$ cat src/rtl/expr_gen_if.sv
// Request/stream bundle for expr_gen.
// master: the side that issues expression requests and consumes bytes.
// slave:  the generator itself.
interface expr_gen_if #(
    parameter int MAX_TERMS = 8
);
    logic                     start;
    logic [3:0]               n_terms;
    logic [4*MAX_TERMS-1:0]   digits;
    logic [MAX_TERMS-2:0]     ops;
    logic                     ready;
    logic [7:0]               out;
    logic                     valid;
    logic                     busy;
    logic                     done;
    logic                     err;

    modport master (
        output start, n_terms, digits, ops, ready,
        input  out, valid, busy, done, err
    );

    modport slave (
        input  start, n_terms, digits, ops, ready,
        output out, valid, busy, done, err
    );
endinterface

$ cat src/rtl/expr_gen.sv
// expr_gen: emits an ASCII arithmetic expression such as "7+2*5" one byte
// at a time over a valid/ready stream, built from latched BCD operands and
// an operator mask.
//
// Optional build macro EXPR_GEN_TERM_EN: appends a terminating '=' after the
// last digit (extra TERM state).
//
// state | meaning
// ------+------------------------------------------------------------
// IDLE  | waiting for start; validates request, pulses err on reject
// DIGIT | offering '0'+term[index]
// OP    | offering '*' or '+' that follows term[index]
// TERM  | offering '=' (only with EXPR_GEN_TERM_EN)
// FIN   | one-cycle done pulse, no byte offered
module expr_gen #(
    parameter int MAX_TERMS = 8
) (
    input  logic      clk,
    input  logic      clr,
    expr_gen_if.slave bus
);

    localparam logic [3:0] MAX_N = 4'(MAX_TERMS);

    typedef enum logic [2:0] {
        IDLE  = 3'd0,
        DIGIT = 3'd1,
        OP    = 3'd2,
`ifdef EXPR_GEN_TERM_EN
        TERM  = 3'd3,
`endif
        FIN   = 3'd4
    } state_t;

    state_t                 state_q;
    state_t                 state_nx;
    logic [3:0]             idx_q;
    logic [3:0]             idx_nx;
    logic [3:0]             n_q;
    logic [4*MAX_TERMS-1:0] digits_q;
    logic [MAX_TERMS-2:0]   ops_q;
    logic                   err_q;
    logic                   err_nx;
    logic                   accept;

    logic                   digit_bad;
    logic                   req_ok;
    logic [63:0]            dig_ext;
    logic [15:0]            ops_ext;
    logic [3:0]             cur_digit;
    logic                   cur_mul;

    logic [7:0]             out_c;
    logic                   valid_c;
    logic                   busy_c;
    logic                   done_c;

    // Zero-extended copies so a 4-bit index can address any term/operator
    // regardless of MAX_TERMS.
    assign dig_ext   = 64'(digits_q);
    assign ops_ext   = 16'(ops_q);
    assign cur_digit = dig_ext[{idx_q, 2'b00} +: 4];
    assign cur_mul   = ops_ext[idx_q];

    // Request check: only nibbles of the terms actually used must be BCD.
    always_comb begin
        digit_bad = 1'b0;
        for (int i = 0; i < MAX_TERMS; i++) begin
            if ((i < int'(bus.n_terms)) && (bus.digits[4*i +: 4] > 4'd9)) begin
                digit_bad = 1'b1;
            end
        end
    end

    assign req_ok = (bus.n_terms != 4'd0) && (bus.n_terms <= MAX_N) && !digit_bad;

    // State, index, error pulse and request latches.
    always_ff @(posedge clk) begin
        if (clr) begin
            state_q  <= IDLE;
            idx_q    <= 4'd0;
            err_q    <= 1'b0;
            n_q      <= 4'd0;
            digits_q <= '0;
            ops_q    <= '0;
        end else begin
            state_q <= state_nx;
            idx_q   <= idx_nx;
            err_q   <= err_nx;
            if (accept) begin
                n_q      <= bus.n_terms;
                digits_q <= bus.digits;
                ops_q    <= bus.ops;
            end
        end
    end

    // Next-state and stream outputs; out stays 0 whenever nothing is offered.
    always_comb begin
        state_nx = state_q;
        idx_nx   = idx_q;
        err_nx   = 1'b0;
        accept   = 1'b0;
        out_c    = 8'd0;
        valid_c  = 1'b0;
        busy_c   = 1'b1;
        done_c   = 1'b0;
        unique case (state_q)
            IDLE: begin
                busy_c = 1'b0;
                if (bus.start) begin
                    if (req_ok) begin
                        accept   = 1'b1;
                        idx_nx   = 4'd0;
                        state_nx = DIGIT;
                    end else begin
                        err_nx = 1'b1;
                    end
                end
            end
            DIGIT: begin
                valid_c = 1'b1;
                out_c   = 8'd48 + {4'd0, cur_digit};
                if (bus.ready) begin
                    if (idx_q < n_q - 4'd1) begin
                        state_nx = OP;
                    end else begin
`ifdef EXPR_GEN_TERM_EN
                        state_nx = TERM;
`else
                        state_nx = FIN;
`endif
                    end
                end
            end
            OP: begin
                valid_c = 1'b1;
                out_c   = cur_mul ? 8'd42 : 8'd43;
                if (bus.ready) begin
                    idx_nx   = idx_q + 4'd1;
                    state_nx = DIGIT;
                end
            end
`ifdef EXPR_GEN_TERM_EN
            TERM: begin
                valid_c = 1'b1;
                out_c   = 8'd61;
                if (bus.ready) begin
                    state_nx = FIN;
                end
            end
`endif
            FIN: begin
                done_c   = 1'b1;
                state_nx = IDLE;
            end
            default: begin
                state_nx = IDLE;
            end
        endcase
    end

    assign bus.out   = out_c;
    assign bus.valid = valid_c;
    assign bus.busy  = busy_c;
    assign bus.done  = done_c;
    assign bus.err   = err_q;

endmodule

$ cat src/flat_wrapper.sv
// flat-port wrapper written by rule: the top's interface ports become plain ports
module expr_gen_flat 
#(
    parameter int MAX_TERMS = 8
)
  (clk, clr, bus_start, bus_n_terms, bus_digits, bus_ops, bus_ready, bus_out, bus_valid, bus_busy, bus_done, bus_err);
  expr_gen_if #(.MAX_TERMS(MAX_TERMS)) bus_i ();
  input  logic clk;
  input  logic clr;
  input wire logic [$bits(bus_i.start)-1:0] bus_start;
  input wire logic [$bits(bus_i.n_terms)-1:0] bus_n_terms;
  input wire logic [$bits(bus_i.digits)-1:0] bus_digits;
  input wire logic [$bits(bus_i.ops)-1:0] bus_ops;
  input wire logic [$bits(bus_i.ready)-1:0] bus_ready;
  output wire logic [$bits(bus_i.out)-1:0] bus_out;
  output wire logic [$bits(bus_i.valid)-1:0] bus_valid;
  output wire logic [$bits(bus_i.busy)-1:0] bus_busy;
  output wire logic [$bits(bus_i.done)-1:0] bus_done;
  output wire logic [$bits(bus_i.err)-1:0] bus_err;
  assign bus_i.start = bus_start;
  assign bus_i.n_terms = bus_n_terms;
  assign bus_i.digits = bus_digits;
  assign bus_i.ops = bus_ops;
  assign bus_i.ready = bus_ready;
  assign bus_out = bus_i.out;
  assign bus_valid = bus_i.valid;
  assign bus_busy = bus_i.busy;
  assign bus_done = bus_i.done;
  assign bus_err = bus_i.err;
  expr_gen #(.MAX_TERMS(MAX_TERMS)) u_core (.clk(clk), .clr(clr), .bus(bus_i));
endmodule
$ cat config.mk
export PLATFORM = sky130hd
export DESIGN_NAME = expr_gen_flat
export DESIGN_NICKNAME = d
export VERILOG_FILES = /design/src/rtl/expr_gen_if.sv /design/src/rtl/expr_gen.sv /design/src/flat_wrapper.sv
export SDC_FILE = /design/constraint.sdc
export NUM_CORES = 1
export LEC_CHECK = 0
export CAP_MARGIN = 20
export CORE_MARGIN = 2
export CORE_UTILIZATION = 30
export CTS_CLUSTER_DIAMETER = 60
export DETAILED_ROUTE_END_ITERATION = 8
export PLACE_DENSITY_LB_ADDON = 0.3
export SYNTH_ARGS = -nofsm -noshare
export SYNTH_HDL_FRONTEND = slang
export SYNTH_SLANG_ARGS = --single-unit
$ cat constraint.sdc
create_clock -name clk -period 3.1 [get_ports clk]
set_input_delay 0.62 -clock clk [delete_from_list [all_inputs] [get_ports clk]]
set_output_delay 0.62 -clock clk [all_outputs]
set_load 0.1 [all_outputs]
==> flow_summary.ini, run 1 <==
[status]
outcome = finished, final reports clean

[floorplanning]
start_util = 0.307
die_area_um2 = 10200
die_x_um = 101
core-area_um2 = 9150
rows = 35
ios = 59
die_y_um = 101

[route]
vias_per_cell = 4.81
route.detailed.drc = 0
via_count = 2313
drt_wl_total_mm = 6.84
ant_nets = 0
drt-initial-drc-count = 78
wl_per_cell_um = 14.2
dr.pass1.iters = 4

[global_route]
antenna_found_initial = 0
grt_pass1_vias = 2357
grt_use_total = 0.142
grt_pass1_wl_mm = 11.2
grt-ovfl-total = 0
grt_max_degree = 57

[critical_path]
cp-start-kind = primary input
worstPathRequired_ps = 3280
worstPathMaxFanout = 11
cp_top_family = simple AND/OR/NAND/NOR gates
r2r_setup_slack_ps = 1000
arrival_ps = 3080
path_class = in -> reg
max_stage_delay_ps = 700
critPathBufInv = 3
cpMaxStageDelayCell = or4_2
crit_chain = clkdlybuf4s50_1, o21ai_0, buf_4, o22ai_1, or4b_1, or4_2, buf_4, mux2i_1
critPathMostFrequentCell = buf_4
end_kind = flip-flop

[yosys]
synthDistinctLibCells = 46
synth_edf_count = 0
ys_ff_latch = 51
syn-mean-instance-area_um2 = 9.13
ys_seq_area_frac = 0.363
async_flop_share = 0
yosys_warnings = 0
ys.flop_type = dfxtp_1
synth_area_um2 = 2810
syn_inst = 308

[timing]
max_freq_ghz = 0.345
min_period_over_period = 0.936
period_needed_ps = 2900
worst_slew_pin_slew_ps = 634
clock_skew_ps = 9.83
hold_viol_final = 0
setup_violations = 0
setup_ws_ps = 199
drv_slew = 0
rsz0062_at_grt = no
relSlewSlack = 0.576

[clock_network]
cts_max_level = 2
clock_latency_ps = 300
cts_hold_buf = 0
cts_made_buffers = 5
cts_tree = built
root_buffer = clkbuf_8
clockBufferDepth = 2
cts-resized-gates = 0
cts.sinks = 51
cts.reportedPaths.clkPinSlew_ps = 80
post_cts_buffers = 0

[final_layout]
drive_above_1_share = 0.162
layout_commonest_cell = nand2_1
n_fill_cell = 895
syn2layout_area_growth_pct = 30.8
fin_area_um2 = 3680
instances_no_fill = 481
antenna_cells = 0
final_cell_mix = nand2_1 (82), dfxtp_1 (51), mux2i_1 (48), clkdlybuf4s50_1 (46), buf_4 (24)
final_nets = 421

[power]
peakVddDrop_uv = 147
p_total_uw = 1260
power_density_nw_per_um2 = 341
p_leak_uw = 0.00164

[placed_design]
globalplace.congestion = 0.749
hpwl_mm = 5.21
dp_cells = 473
portBuffers = 56
place_area_um2 = 3600
dp_slack_ps = -131

[hold_path]
hold_path_class = reg -> reg

[flow_run]
max_cap_violations = 0
power breakdown:
part           switching [uW]  leakage, uW  total (uW)  internal, uW
sequential               6.15     0.000412         671           665
combinational             108      0.00119         214           106
clock                     213    0.0000422         372           159
total                     327      0.00164        1260           930
state kept, by name, summed over array words and instances, names as in the netlist:
name and count:
u_core.bus.err 1, u_core.digits_q 32, u_core.idx_q 4, u_core.n_q 4, u_core.ops_q 7, u_core.state_q 3
layer usage:
metal / vias to the layer above / global-route usage / share of wire
met3: 6 / 0.0277 / 0.042
met4: 0 / 0.0590 / 0.018
met2: 50 / 0.237 / 0.49
met5: - / 0 / 0
met1: 1074 / 0.179 / 0.45
li1: 1183 / - / -
through the flow:
stage / hold WS [ps] / setup TNS [ps] / utilization
floorplan: 435 / -642 / -
global placement: 441 / -3920 / 0.393
detailed placement: 452 / -5010 / 0.393
CTS: 465 / 0 / 0.402
global route: 484 / 0 / 0.402
finish: 461 / 0 / 0.402
cell type report:
type                            count  area (um^2)  area share
Multi-Input combinational cell    230         1640       0.446
Inverter                            4         15.0     0.00408
Timing Repair Buffer               77          781       0.212
Clock inverter                      1         5.00     0.00136
Clock buffer                        7         76.3      0.0207
Tap cell                          111          139      0.0377
Sequential cell                    51         1020       0.277
cells in the mapped netlist, types with 5 or more instances:
cell / instances / area (um^2)
nand2_1: 82 / 308
mux4_2: 9 / 203
mux2i_1: 48 / 480
nand2b_1: 16 / 100
o21ai_0: 13 / 65.1
dfxtp_1: 51 / 1020
ha_1: 5 / 62.6
clkbuf_1: 14 / 52.6
nor2_1: 10 / 37.5
kinds of logic (layout without fill, tap and decap cells):
kind of cell / after synthesis / after routing / share of synthesized area
multiplexers: 58 / 58 / 0.247
AND/OR/NAND/NOR: 129 / 129 / 0.213
adder cells (fa/ha/maj): 5 / 5 / 0.0222
XOR/XNOR: 2 / 2 / 0.00623
AO/OA/AOI/OAI: 34 / 34 / 0.0774
other: 1 / 2 / 0.00133
flip-flops: 51 / 51 / 0.363
buffers and inverters: 28 / 89 / 0.0698
path summary, 6_finish.rpt:
kind         cells past startpoint         startpoint         endpoint
max                              8     bus_digits[21]  u_core.ops_q[5]
min                              2    u_core.ops_q[0]  u_core.ops_q[0]
max reg2reg                      6  u_core.state_q[1]  u_core.ops_q[5]
min reg2reg                      2    u_core.ops_q[0]  u_core.ops_q[0]
worst reg2reg max path: cells and delay by family (launching register included):
family,cells,cell delay (ps)
and+or+nand+nor,3,980
DFF,1,440
muxes,1,140
buffers and inverters,2,410
Power figures use the tool's default switching activity.
==> run 2: changes to the inputs <==
Settings changed: CAP_MARGIN 20 to 10.
==> results of run 2 <==
The final DEF is identical to that of run 1; final timing and power are the same.
==> run 3: changes to the inputs <==
Clock period 3.1 ns to 2.6 ns, I/O delays scaled along.
==> flow_summary.ini, run 3 (same netlist as run 1, synthesis figures left out) <==
[critical_path]
cpMaxStageDelayCell = or4_4
cp_top_family = simple AND/OR/NAND/NOR gates
crit_chain = clkdlybuf4s50_1, o21ai_2, buf_4, o22ai_1, or4b_4, or4_4, clkbuf_16, mux2i_1
reg2reg_depth = 5
end_kind = flip-flop
worstPathMaxFanout = 7
cp-start-kind = primary input
max_stage_delay_ps = 620
worstPathRequired_ps = 2800
arrival_ps = 2760
crit_cells = 8
path_class = in -> reg
critPathBufInv = 3
r2r_setup_slack_ps = 660
r2r-end = u_core.digits_q[30]
r2r-start = u_core.state_q[1]

[floorplanning]
core-area_um2 = 9150
rows = 35
die_y_um = 101
die_area_um2 = 10200
ios = 59
start_util = 0.307
die_x_um = 101

[placed_design]
dp_slack_ps = -660
hpwl_mm = 5.23
globalplace.congestion = 0.839
dp_cells = 489
portBuffers = 56

[clock_network]
cts_max_level = 2
cts_hold_buf = 0
cts_made_buffers = 5
clockBufferDepth = 2
root_buffer = clkbuf_8
clock_latency_ps = 310
cts_tree = built
post_cts_buffers = 0
cts.sinks = 51
cts.reportedPaths.clkPinSlew_ps = 90

[global_route]
grt_use_total = 0.143
grt_pass1_wl_mm = 11.5
grt_pass1_vias = 2440
antenna_found_initial = 0
grt_max_degree = 59
grt-ovfl-total = 0

[hold_path]
min_from = u_core.digits_q[25]
hold_path_class = reg -> reg
worstHoldEndpoint = u_core.digits_q[25]
hold_depth = 2

[route]
vias_per_cell = 4.87
drt-initial-drc-count = 113
route.detailed.drc = 0
dr.pass1.iters = 4
ant_nets = 0
drt_wl_total_mm = 7.08
wl_per_cell_um = 14.1
via_count = 2438

[status]
outcome = finished, final reports clean

[final_layout]
syn2layout_area_growth_pct = 43.1
drive_above_1_share = 0.228
antenna_cells = 0
largest_reg_flops = 32
layout_commonest_cell = nand2_1
n_fill_cell = 900
regMostFlops = u_core.digits_q
instances_no_fill = 501
reg_top3 = u_core.digits_q (32), u_core.ops_q (7)
final_nets = 441
final_cell_mix = nand2_1 (82), dfxtp_1 (51), mux2i_1 (47), clkdlybuf4s50_1 (40), buf_4 (38)

[power]
peakVddDrop_uv = 257
power_density_nw_per_um2 = 410
p_leak_uw = 0.00185

[timing]
fin_hold_ws_ps = 464
max_freq_ghz = 0.391
setup_violations = 0
rsz0062_at_grt = no
hold_viol_final = 0
clock_skew_ps = 11.3
min_period_over_period = 0.984
drv_slew = 0
period_needed_ps = 2560
setup_ws_ps = 41.6
setup-tns-final_ps = 0

[flow_run]
max_cap_violations = 0
[run 3: cell count changes in the layout (fill, tap and decap cells not counted), moves of 2 or more]
cell             delta
buf_12              +2
buf_4              +14
clkbuf_16           +3
clkdlybuf4s50_1     -6
dlygate4sd2_1       +2
dlymetal6s2s_1      +4
nand2b_4            +2
o21ai_0             -3
o21ai_2             +2
[run 3: metal layers]
metal / share of wire / GRT usage / vias up
li1: - / - / 1235
met1: 0.47 / 0.185 / 1148
met2: 0.48 / 0.241 / 49
met3: 0.034 / 0.0215 / 6
met4: 0.017 / 0.0558 / 0
met5: 0 / 0 / -
[run 3: power breakdown]
part | leakage (uW) | internal [uW] | switching [uW] | total [uW]
clock | 0.0000558 | 291 | 266 | 558
combinational | 0.00138 | 152 | 141 | 293
sequential | 0.000412 | 793 | 6.81 | 799
total | 0.00185 | 1240 | 414 | 1650
[run 3: worst min-delay path, cell delays in order (launching register included)]
cell and delay (ps):
dfxtp_1 320, nand2_1 50, mux2i_1 50
[run 3: layout make-up]
class / count / area, um^2 / share of cell area
multi-input cells: 230 / 1700 / 0.423
repair buffers: 97 / 1040 / 0.257
flip-flops and latches: 51 / 1020 / 0.254
well taps: 111 / 139 / 0.0345
clock buffers: 6 / 72.6 / 0.0180
clock inverters: 2 / 38.8 / 0.00963
inverters: 4 / 15.0 / 0.00373
[run 3: repair_timing]
| item | in CTS | in global routing |
|---|---|---|
| pin swaps | 2 | 5 |
| endpoints found under the setup margin | 48 | 45 |
| gates cloned | 1 | 3 |
| gates resized for setup | 10 | 12 |
[run 3: worst max path at each step]
stage / from / end / slack, ps
floorplan: u_core.state_q[1] / bus_out[1] / -390
global placement: bus_digits[21] / u_core.digits_q[14] / -610
detailed placement: bus_digits[21] / u_core.digits_q[2] / -660
CTS: bus_digits[22] / u_core.digits_q[1] / -10
global route: bus_digits[23] / u_core.digits_q[30] / 3
finish: bus_digits[23] / u_core.digits_q[30] / 40
[run 3: metrics by stage]
step                      utilization  area, um^2  power (uW)
final                           0.440        4030        1650
after global routing            0.440        4030        1720
after CTS                       0.428        3910        1660
after detailed placement        0.410        3760        1100
after global placement          0.410        3760        1100
after floorplan                     -        2910         955
